**src/rtl/mem_dual_sched_if.sv**
```systemverilog
// Requester-side and mem_dual-side signals of the dual-port memory scheduler.
// The slave view belongs to the scheduler; the master view to the clients and the memory.
interface mem_dual_sched_if #(
  parameter int WIDTH = 8,
  parameter int DEPTH = 64,
  parameter int NREQ  = 4
);
  localparam int AW = $clog2(DEPTH);

  // req/we/addr/wdata are held until the same-cycle gnt; rvalid pulses one cycle after a read grant.
  logic [NREQ-1:0]       req;
  logic [NREQ-1:0]       we;
  logic [NREQ*AW-1:0]    addr;
  logic [NREQ*WIDTH-1:0] wdata;
  logic [NREQ-1:0]       gnt;
  logic [NREQ-1:0]       rvalid;
  logic [NREQ*WIDTH-1:0] rdata;

  logic [WIDTH-1:0]      mem_data_0;
  logic [WIDTH-1:0]      mem_data_1;
  logic [AW-1:0]         mem_address_0;
  logic [AW-1:0]         mem_address_1;
  logic                  mem_wren_0;
  logic                  mem_wren_1;
  logic [WIDTH-1:0]      mem_q_0;
  logic [WIDTH-1:0]      mem_q_1;

  modport master (
    output req, we, addr, wdata, mem_q_0, mem_q_1,
    input  gnt, rvalid, rdata,
    input  mem_data_0, mem_data_1, mem_address_0, mem_address_1, mem_wren_0, mem_wren_1
  );

  modport slave (
    input  req, we, addr, wdata, mem_q_0, mem_q_1,
    output gnt, rvalid, rdata,
    output mem_data_0, mem_data_1, mem_address_0, mem_address_1, mem_wren_0, mem_wren_1
  );
endinterface

```
**src/rtl/mem_dual_sched.sv**
```systemverilog
// Round-robin scheduler granting up to two non-conflicting accesses per cycle onto a
// two-port memory, with fixed one-cycle read return and a zero-fill sweep after reset/clear.
module mem_dual_sched #(
    parameter int WIDTH = 8,
    parameter int DEPTH = 64,
    parameter int NREQ  = 4
) (
    input  logic             clock,
    input  logic             rst_n,
    input  logic             clear,
    output logic             busy,
    output logic             dbg_state,
    mem_dual_sched_if.slave  bus
);
    localparam int AW  = $clog2(DEPTH);
    localparam int IW  = $clog2(NREQ);
    localparam int IW1 = IW + 1;
    localparam int CW  = AW + 1;

    typedef enum logic {S_CLEAR = 1'b0, S_RUN = 1'b1} state_e;

    state_e                state_q, state_d;
    logic [CW-1:0]         clr_cnt_q, clr_cnt_d;
    logic [CW-1:0]         clr_nxt1, clr_nxt2;
    logic [IW-1:0]         ptr_q, ptr_d;
    logic                  tag0_v_q, tag0_v_d, tag1_v_q, tag1_v_d;
    logic [IW-1:0]         tag0_id_q, tag0_id_d, tag1_id_q, tag1_id_d;
    logic [NREQ*WIDTH-1:0] rdata_q, rdata_d;
    logic [NREQ-1:0]       rvalid_c;

    logic [AW-1:0]         a_arr [NREQ];
    logic [WIDTH-1:0]      w_arr [NREQ];
    logic [IW-1:0]         idx;
    logic                  g0_v, g1_v;
    logic [IW-1:0]         g0_id, g1_id;
    logic [NREQ-1:0]       gnt_c;

    function automatic logic [IW-1:0] wrap_add(input logic [IW-1:0] base, input int off);
        logic [IW1-1:0] s;
        s = {1'b0, base} + IW1'(off);
        if (s >= IW1'(NREQ)) s = s - IW1'(NREQ);
        return s[IW-1:0];
    endfunction

    // Port 0 goes to the first requester from ptr; port 1 to the next one that cannot collide.
    always_comb begin
        for (int i = 0; i < NREQ; i++) begin
            a_arr[i] = bus.addr[i*AW +: AW];
            w_arr[i] = bus.wdata[i*WIDTH +: WIDTH];
        end
        gnt_c = '0;
        g0_v  = 1'b0;
        g1_v  = 1'b0;
        g0_id = '0;
        g1_id = '0;
        idx   = '0;
        if (state_q == S_RUN) begin
            for (int off = 0; off < NREQ; off++) begin
                idx = wrap_add(ptr_q, off);
                if (bus.req[idx]) begin
                    if (!g0_v) begin
                        g0_v  = 1'b1;
                        g0_id = idx;
                    end else if (!g1_v && !((a_arr[idx] == a_arr[g0_id]) &&
                                            (bus.we[idx] || bus.we[g0_id]))) begin
                        g1_v  = 1'b1;
                        g1_id = idx;
                    end
                end
            end
        end
        if (g0_v) gnt_c[g0_id] = 1'b1;
        if (g1_v) gnt_c[g1_id] = 1'b1;
    end

    assign clr_nxt1 = clr_cnt_q + CW'(1);
    assign clr_nxt2 = clr_cnt_q + CW'(2);

    always_comb begin
        bus.mem_wren_0    = 1'b0;
        bus.mem_address_0 = '0;
        bus.mem_data_0    = '0;
        bus.mem_wren_1    = 1'b0;
        bus.mem_address_1 = '0;
        bus.mem_data_1    = '0;
        if (state_q == S_CLEAR) begin
            bus.mem_wren_0    = 1'b1;
            bus.mem_address_0 = clr_cnt_q[AW-1:0];
            bus.mem_wren_1    = (clr_nxt1 < CW'(DEPTH));
            bus.mem_address_1 = clr_nxt1[AW-1:0];
        end else begin
            if (g0_v) begin
                bus.mem_wren_0    = bus.we[g0_id];
                bus.mem_address_0 = a_arr[g0_id];
                bus.mem_data_0    = bus.we[g0_id] ? w_arr[g0_id] : '0;
            end
            if (g1_v) begin
                bus.mem_wren_1    = bus.we[g1_id];
                bus.mem_address_1 = a_arr[g1_id];
                bus.mem_data_1    = bus.we[g1_id] ? w_arr[g1_id] : '0;
            end
        end
    end

    // Grants are only possible in RUN, so the tags naturally stay empty while clearing.
    always_comb begin
        state_d   = state_q;
        clr_cnt_d = clr_cnt_q;
        ptr_d     = ptr_q;
        tag0_v_d  = g0_v && !bus.we[g0_id];
        tag0_id_d = g0_id;
        tag1_v_d  = g1_v && !bus.we[g1_id];
        tag1_id_d = g1_id;
        case (state_q)
            S_CLEAR: begin
                if (clr_nxt2 >= CW'(DEPTH)) begin
                    state_d   = S_RUN;
                    clr_cnt_d = '0;
                end else begin
                    clr_cnt_d = clr_nxt2;
                end
            end
            default: begin
                if (g1_v)      ptr_d = wrap_add(g1_id, 1);
                else if (g0_v) ptr_d = wrap_add(g0_id, 1);
                if (clear) begin
                    state_d   = S_CLEAR;
                    clr_cnt_d = '0;
                end
            end
        endcase
    end

    // Returning read data is steered straight from mem_q; the slice is remembered so it holds.
    always_comb begin
        rvalid_c = '0;
        rdata_d  = rdata_q;
        for (int i = 0; i < NREQ; i++) begin
            if (tag0_v_q && (tag0_id_q == IW'(i))) begin
                rvalid_c[i]               = 1'b1;
                rdata_d[i*WIDTH +: WIDTH] = bus.mem_q_0;
            end
            if (tag1_v_q && (tag1_id_q == IW'(i))) begin
                rvalid_c[i]               = 1'b1;
                rdata_d[i*WIDTH +: WIDTH] = bus.mem_q_1;
            end
        end
    end

    always_ff @(posedge clock or negedge rst_n) begin
        if (!rst_n) begin
            state_q   <= S_CLEAR;
            clr_cnt_q <= '0;
            ptr_q     <= '0;
            tag0_v_q  <= 1'b0;
            tag0_id_q <= '0;
            tag1_v_q  <= 1'b0;
            tag1_id_q <= '0;
            rdata_q   <= '0;
        end else begin
            state_q   <= state_d;
            clr_cnt_q <= clr_cnt_d;
            ptr_q     <= ptr_d;
            tag0_v_q  <= tag0_v_d;
            tag0_id_q <= tag0_id_d;
            tag1_v_q  <= tag1_v_d;
            tag1_id_q <= tag1_id_d;
            rdata_q   <= rdata_d;
        end
    end

    assign bus.gnt    = gnt_c;
    assign bus.rvalid = rvalid_c;
    assign bus.rdata  = rdata_d;
    assign busy       = (state_q == S_CLEAR);
    assign dbg_state  = (state_q == S_RUN);

endmodule

```
**src/flat_wrapper.sv**
```systemverilog
// flat-port wrapper written by rule: the top's interface ports become plain ports
module mem_dual_sched_flat 
#(
    parameter int WIDTH = 8,
    parameter int DEPTH = 64,
    parameter int NREQ  = 4
)
  (clock, rst_n, clear, busy, dbg_state, bus_req, bus_we, bus_addr, bus_wdata, bus_mem_q_0, bus_mem_q_1, bus_gnt, bus_rvalid, bus_rdata, bus_mem_data_0, bus_mem_data_1, bus_mem_address_0, bus_mem_address_1, bus_mem_wren_0, bus_mem_wren_1);
  mem_dual_sched_if #(.WIDTH(WIDTH), .DEPTH(DEPTH), .NREQ(NREQ)) bus_i ();
  input  logic clock;
  input  logic rst_n;
  input  logic clear;
  output logic busy;
  output logic dbg_state;
  input wire logic [$bits(bus_i.req)-1:0] bus_req;
  input wire logic [$bits(bus_i.we)-1:0] bus_we;
  input wire logic [$bits(bus_i.addr)-1:0] bus_addr;
  input wire logic [$bits(bus_i.wdata)-1:0] bus_wdata;
  input wire logic [$bits(bus_i.mem_q_0)-1:0] bus_mem_q_0;
  input wire logic [$bits(bus_i.mem_q_1)-1:0] bus_mem_q_1;
  output wire logic [$bits(bus_i.gnt)-1:0] bus_gnt;
  output wire logic [$bits(bus_i.rvalid)-1:0] bus_rvalid;
  output wire logic [$bits(bus_i.rdata)-1:0] bus_rdata;
  output wire logic [$bits(bus_i.mem_data_0)-1:0] bus_mem_data_0;
  output wire logic [$bits(bus_i.mem_data_1)-1:0] bus_mem_data_1;
  output wire logic [$bits(bus_i.mem_address_0)-1:0] bus_mem_address_0;
  output wire logic [$bits(bus_i.mem_address_1)-1:0] bus_mem_address_1;
  output wire logic [$bits(bus_i.mem_wren_0)-1:0] bus_mem_wren_0;
  output wire logic [$bits(bus_i.mem_wren_1)-1:0] bus_mem_wren_1;
  assign bus_i.req = bus_req;
  assign bus_i.we = bus_we;
  assign bus_i.addr = bus_addr;
  assign bus_i.wdata = bus_wdata;
  assign bus_i.mem_q_0 = bus_mem_q_0;
  assign bus_i.mem_q_1 = bus_mem_q_1;
  assign bus_gnt = bus_i.gnt;
  assign bus_rvalid = bus_i.rvalid;
  assign bus_rdata = bus_i.rdata;
  assign bus_mem_data_0 = bus_i.mem_data_0;
  assign bus_mem_data_1 = bus_i.mem_data_1;
  assign bus_mem_address_0 = bus_i.mem_address_0;
  assign bus_mem_address_1 = bus_i.mem_address_1;
  assign bus_mem_wren_0 = bus_i.mem_wren_0;
  assign bus_mem_wren_1 = bus_i.mem_wren_1;
  mem_dual_sched #(.WIDTH(WIDTH), .DEPTH(DEPTH), .NREQ(NREQ)) u_core (.clock(clock), .rst_n(rst_n), .clear(clear), .busy(busy), .dbg_state(dbg_state), .bus(bus_i));
endmodule
```
**config.mk**
```make
export PLATFORM = sky130hd
export DESIGN_NAME = mem_dual_sched_flat
export DESIGN_NICKNAME = d
export VERILOG_FILES = /design/src/rtl/mem_dual_sched_if.sv /design/src/rtl/mem_dual_sched.sv /design/src/flat_wrapper.sv
export SDC_FILE = /design/constraint.sdc
export NUM_CORES = 1
export LEC_CHECK = 0
export ABC_AREA = 1
export CORE_MARGIN = 10
export CORE_UTILIZATION = 30
export DETAILED_ROUTE_END_ITERATION = 8
export DONT_BUFFER_PORTS = 1
export GPL_TIMING_DRIVEN = 0
export PLACE_DENSITY = 0.48
export SLEW_MARGIN = 40
export SYNTH_ARGS = -nofsm -noshare
export SYNTH_HDL_FRONTEND = slang
export SYNTH_SLANG_ARGS = --single-unit
```
**constraint.sdc**
```tcl
create_clock -name clock -period 5.3 [get_ports clock]
set_input_delay 1.06 -clock clock [delete_from_list [all_inputs] [get_ports clock]]
set_output_delay 1.06 -clock clock [all_outputs]
set_load 0.01 [all_outputs]
```
# Word-level counts from Yosys, hierarchy flattened

Index checks and enable logic that the tools add are counted.

Register bits after elaboration: 48
Input bits: 83
Output and inout bits: 72
Logic and storage cells: 251

$add $sub $neg: 13
$lt $le $gt $ge: 27
Equality and inequality tests: 10
Multiplexer cells: 150
Bitwise gates (word level): 10
Reduce and logical (&&, ||, !) cells: 33

Operators with widths:

| operator              | number |
|---|---|
| $mux W8               | 18 |
| $mux W6               | 20 |
| $bmux W6 S2           | 8 |
| $mux W2               | 33 |
| $mux W1               | 50 |
| $ge A3 B3 Y1 const B  | 13 |
| $bmux W8 S2           | 2 |
| $lt A2 B3 Y1 const B  | 9 |
| $bmux W1 S2           | 12 |
| $not A2 Y3            | 8 |
| $mux W7               | 3 |
| $eq A6 B6 Y1          | 3 |
| $logic_and A1 B1 Y1   | 18 |
| $sub A2 B1 Y2 const B | 6 |
| $add A2 B1 Y3 const B | 3 |
| $eq A2 B2 Y1 const B  | 4 |
| $logic_not A1 Y1      | 8 |
| $mux W4               | 2 |
| $add A7 B1 Y7 const B | 1 |
| $add A7 B2 Y7 const B | 1 |
| $ge A7 B7 Y1 const B  | 1 |
| $lt A7 B7 Y1 const B  | 1 |
| $add A2 B2 Y3 const B | 2 |
| $demux W1 S2          | 2 |
| 10 further kinds      | 15 |

# Depth between registers and ports, before layout

Depth after elaboration: 38
Mapped depth: 32
Depth with buffers taken out: 28

# Least setup slack after synthesis

Ideal clock, no wire load.

Path type: in2out
Start: input bus_req[3]
End: output bus_mem_data_1[5]
Arrival: 3.932 ns
Data required time: 4.240 ns
Path slack: 0.308 ns
Stages on the path: 28
Path buffers: 4
Cells stage by stage: inv_1 > nand2_1 > nand3_1 > nand2_1 > ha_1 > clkbuf_1 > clkbuf_1 > nand2_1 > o21ai_0 > nand2_1 > nand2_1 > xor2_1 > nand2_1 > nor3_1 > nand4_1 > nand2_1 > nand2_1 > nand2_1 > nand2_2 > nand2_4 > nand3_2 > buf_6 > buf_6 > nand2_1 > o21ai_1 > nand2_1 > nand2_1 > nor2_1

Longest elaborated chain between the ends: 35
Elaborated cells between the ends (all ways): 88
Those cells by class: eq/ne: 3; mux: 67; bitwise: 4; reduce/logical: 14

RTL lines:

| item                                       | line                  | RTL |
|---|---|---|
| from (decl)                                | flat_wrapper.sv:15    | `input wire logic [$bits(bus_i.req)-1:0] bus_req;` |
| $bmux W1 S2                                | mem_dual_sched.sv:60  | `if (bus.req[idx]) begin` |
| $mux W1 (not written as such)              | mem_dual_sched.sv:60  |  |
| $mux W2                                    | mem_dual_sched.sv:60  |  |
| $mux W2                                    | mem_dual_sched.sv:57  | `if (state_q == S_RUN) begin` |
| $not A2 Y3 (not written as such)           | mem_dual_sched.sv:64  | `end else if (!g1_v && !((a_arr[idx] == a_arr[g0_id]) &&` |
| $bmux W6 S2                                | mem_dual_sched.sv:64  |  |
| $mux W6 (not written as such) (2 in a row) | mem_dual_sched.sv:64  |  |
| $eq A6 B6 Y1                               | mem_dual_sched.sv:64  |  |
| [17 not listed]                            | -                     |  |
| $mux W2                                    | mem_dual_sched.sv:60  |  |
| $mux W2                                    | mem_dual_sched.sv:57  |  |
| $not A2 Y3 (not written as such)           | mem_dual_sched.sv:100 | `bus.mem_data_1 = bus.we[g1_id] ? w_arr[g1_id] : '0;` |
| $bmux W8 S2                                | mem_dual_sched.sv:100 |  |
| $mux W8 (not written as such) (2 in a row) | mem_dual_sched.sv:100 |  |
| $mux W8                                    | mem_dual_sched.sv:100 |  |
| $mux W8 (*)                                | mem_dual_sched.sv:97  | `if (g1_v) begin` |
| $mux W8 (*)                                | mem_dual_sched.sv:86  | `if (state_q == S_CLEAR) begin` |
| to (decl)                                  | flat_wrapper.sv:25    | `output wire logic [$bits(bus_i.mem_data_1)-1:0] bus_mem_data_1;` |

Every way passes the cells marked *; elsewhere a longest branch is shown, timed or not. The select of a mux whose other input is x is not followed.

# Worst setup path after layout

Same ends and word-level chain as after synthesis.

==> results.md <==
* Layout cell share with drive strength beyond 1 at 0.139
* Seq/Total Area, Yosys at 0.219
* Place WS at -0.828 ns
* Post-synth top area cell: nand2_1
* First-pass detailed-route iteration total at 5
* Die area at 0.0236 sq mm
* Sequential cell area at 0.00118 sq mm
* Post-synth top flop: dfrtp_1
* Max-cap violations at 0
* CTS Buf Count at 5
* Crit share post-route at 0.958
* Critical Path Fanout Max at 9
* Power, Total at 4330 uW
* WS Path Type: in -> out
* Worst rel slew slack at 0.539
* Row Count at 48
* Final Setup Violations at 0
* First-pass GRT wire length at 35700 microns
* Vias in the first global route at 5985
* Via count at 6391
* CTS Buffer Depth at 2
* Largest cells by area after synthesis: nand2_1, dfrtp_1, o21ai_0, nand3_1, inv_1
* Area Growth Syn to Fin at 17.7%
* Detail Route Antenna Nets at 0
* Initial antenna violation count at 0
* Synth cell types at 42
* Detailed-route wire length per cell at 19.7 microns
* Die H at 154 microns
* Port Buf Inserts at 0
* Bufs and invs on worst path at 6
* Post-synth EDFFs at 0
* Max-slew violation count at 0
* Cell Area, Synth at 0.00536 sq mm
* CP dominant cell by count: nand2_1
* Share of the synthesized area in the top cell type at 0.244
* Final Net Count at about 1100
* Mean post-synth cell area at around 5.7 sq um
* Mux cell area share after synthesis at 0
* Post-Synth Adder-Cell Area at 0.00467
* Drt total wl at 23500 microns
* GPL Wtd Cong at 0.956
* Final WS setup at roughly 0.22 ns
* Clock sink count at between 40 and 50
* Arr. time, crit path at 4.02 ns
* Avg Vias per Cell at 5.35
* Final non-filler cell total at 1195
* DIE WIDTH at about 150 microns
* Critical path required time at between 4 and 5 ns
* Placed Instances at approximately 1200
* Synth Register Bits at 47
* Synthesized Nets at about 1000
* Crit path capture type: output pin
* Synth Area in Simple Gates at 0.423
* Clock transition at path regs at 0.07 ns
* Post-placement cell area at ~0.0057 sq mm
* Slowest cell on crit path: ha_4
* Fmax at between 150 and 200 MHz
* Commonest cells after routing, fill and taps aside: nand2_1, inv_1, o21ai_0, nand3_1, dfrtp_1
* Async SR Flop Fraction at 1.00
* Pin count of the biggest net entering global routing at 48
* CTS tree: yes
* Overall Global Routing Usage at 0.187
* Ports at 155
* Post-synthesis xor/xnor area fraction at 0.0131
* Core box area at 0.0174 sq mm
* Most common cell after layout, fill and taps aside: nand2_1
* Design area at 0.00631 sq mm
* Peak supply drop at 0.322 mV
* Cells after Synth at 941
* DRT iter0 DRCs at approximately 460
* Leakage at 0.00315 uW
* Multi-input logic area at 0.00382 sq mm
* Final Hold Viols at 0
* Fill cells at 2000
* Status: completed
* # hold bufs at CTS at 0
* Antenna Cells at 0
* Clk_skew at ~0.0046 ns
* Root Buffer: clkbuf_16
* Synth Area in Compound Gates at 0.216
* DRC Markers at 0
* H-tree level count at 2
* Setup TNS Final at 0 ns
* Worst Hold Class: in -> async
* Worst setup SP type: input pin
* Total number of yosys warnings at 0
* Grt total ovfl at 0
* HPWL Detailed at 18400 microns
* Latest clock arrival within the worst-skew pair at 0.29 ns
* Max incr delay on CP at 0.19 ns
* Main combinational cell family by area after synthesis: simple AND/OR/NAND/NOR gates
* Slew @ Worst Pin at between 0.6 and 0.7 ns
* Min cycle time layout at 5.08 ns
* Crit-path leading delay family: simple AND/OR/NAND/NOR gates
* Initial core utilization at 0.308
* PwrDens at 686 mW/mm^2
[timing repair]
item	4_1_cts	5_1_grt
pin swaps	6	7
buffers inserted	9	12
hold endpoints to repair	0	0
cloned	0	1
setup endpoints to repair	34	34
gates resized for setup	49	34
[flip-flops by register name, indices dropped and copies added (netlist names)]
signal,count
u_core.clr_cnt_q,6
u_core.dbg_state,1
u_core.ptr_q,2
u_core.rdata_q,32
u_core.tag0_id_q,2
u_core.tag0_v_q,1
u_core.tag1_id_q,2
u_core.tag1_v_q,1
[through the flow]
stage          hold WS, ns  utilization
5_1_grt              0.444        0.363
3_5_place_dp         0.529        0.325
3_3_place_gp         0.522        0.324
4_1_cts              0.451        0.349
2_1_floorplan        0.506            -
6_report             0.457        0.363
[path summary, 6_finish.rpt]
check                      cells after the start                            start                         endpoint  slack [ns]
setup / recovery                              30                       bus_req[3]                bus_mem_data_1[5]        0.22
hold / removal                                 0                            rst_n     u_core.rdata_q[13]$_DFF_PN0_        0.46
setup reg to reg                              28      u_core.ptr_q[0]$_DFFE_PN0P_      u_core.ptr_q[1]$_DFFE_PN0P_        1.57
hold reg to reg                                2  u_core.clr_cnt_q[6]$_DFFE_PN0P_  u_core.clr_cnt_q[6]$_DFFE_PN0P_        0.54
max in group asynchronous                      0                            rst_n      u_core.ptr_q[1]$_DFFE_PN0P_        4.73
min in group clock                             2  u_core.clr_cnt_q[6]$_DFFE_PN0P_  u_core.clr_cnt_q[6]$_DFFE_PN0P_        0.54
[layout make-up]
class / instances / area share
buffer: 39 / 0.0404
sequential: 47 / 0.187
multi-input combinational: 737 / 0.605
inverter: 118 / 0.0707
timing repair buffer: 21 / 0.0289
tap: 225 / 0.0446
clock buffer: 7 / 0.0226
clock inverter: 1 / 0.00139
[cell usage after synthesis, types with 9 or more instances]
| cell | n |
|---|---|
| clkbuf_1 | 21 |
| nor2_1 | 34 |
| nand4_1 | 9 |
| nand3_1 | 85 |
| nor3_1 | 14 |
| inv_1 | 111 |
| o21ai_0 | 105 |
| o211ai_1 | 28 |
| dfrtp_1 | 47 |
| nand2_1 | 348 |
| nand2_2 | 13 |
| o22ai_1 | 28 |
| o21ai_1 | 20 |
[routing by layer]
layer	vias up	global-route usage	part of all wire
li1	3146	-	-
met1	2983	0.219	0.39
met2	227	0.329	0.50
met3	35	0.0477	0.087
met4	0	0.0513	0.025
met5	-	0	0
[cell families after synthesis]
family	Yosys count
compound gates	201
xor+xnor	8
fa+ha+maj	2
buf+inv	158
flops	47
simple gates	525
[power by group]
part	internal, uW	switching, uW
clock	189	134
sequential	499	69.2
combinational	1220	2220
Note: power is estimated with default switching activity, not from simulation.
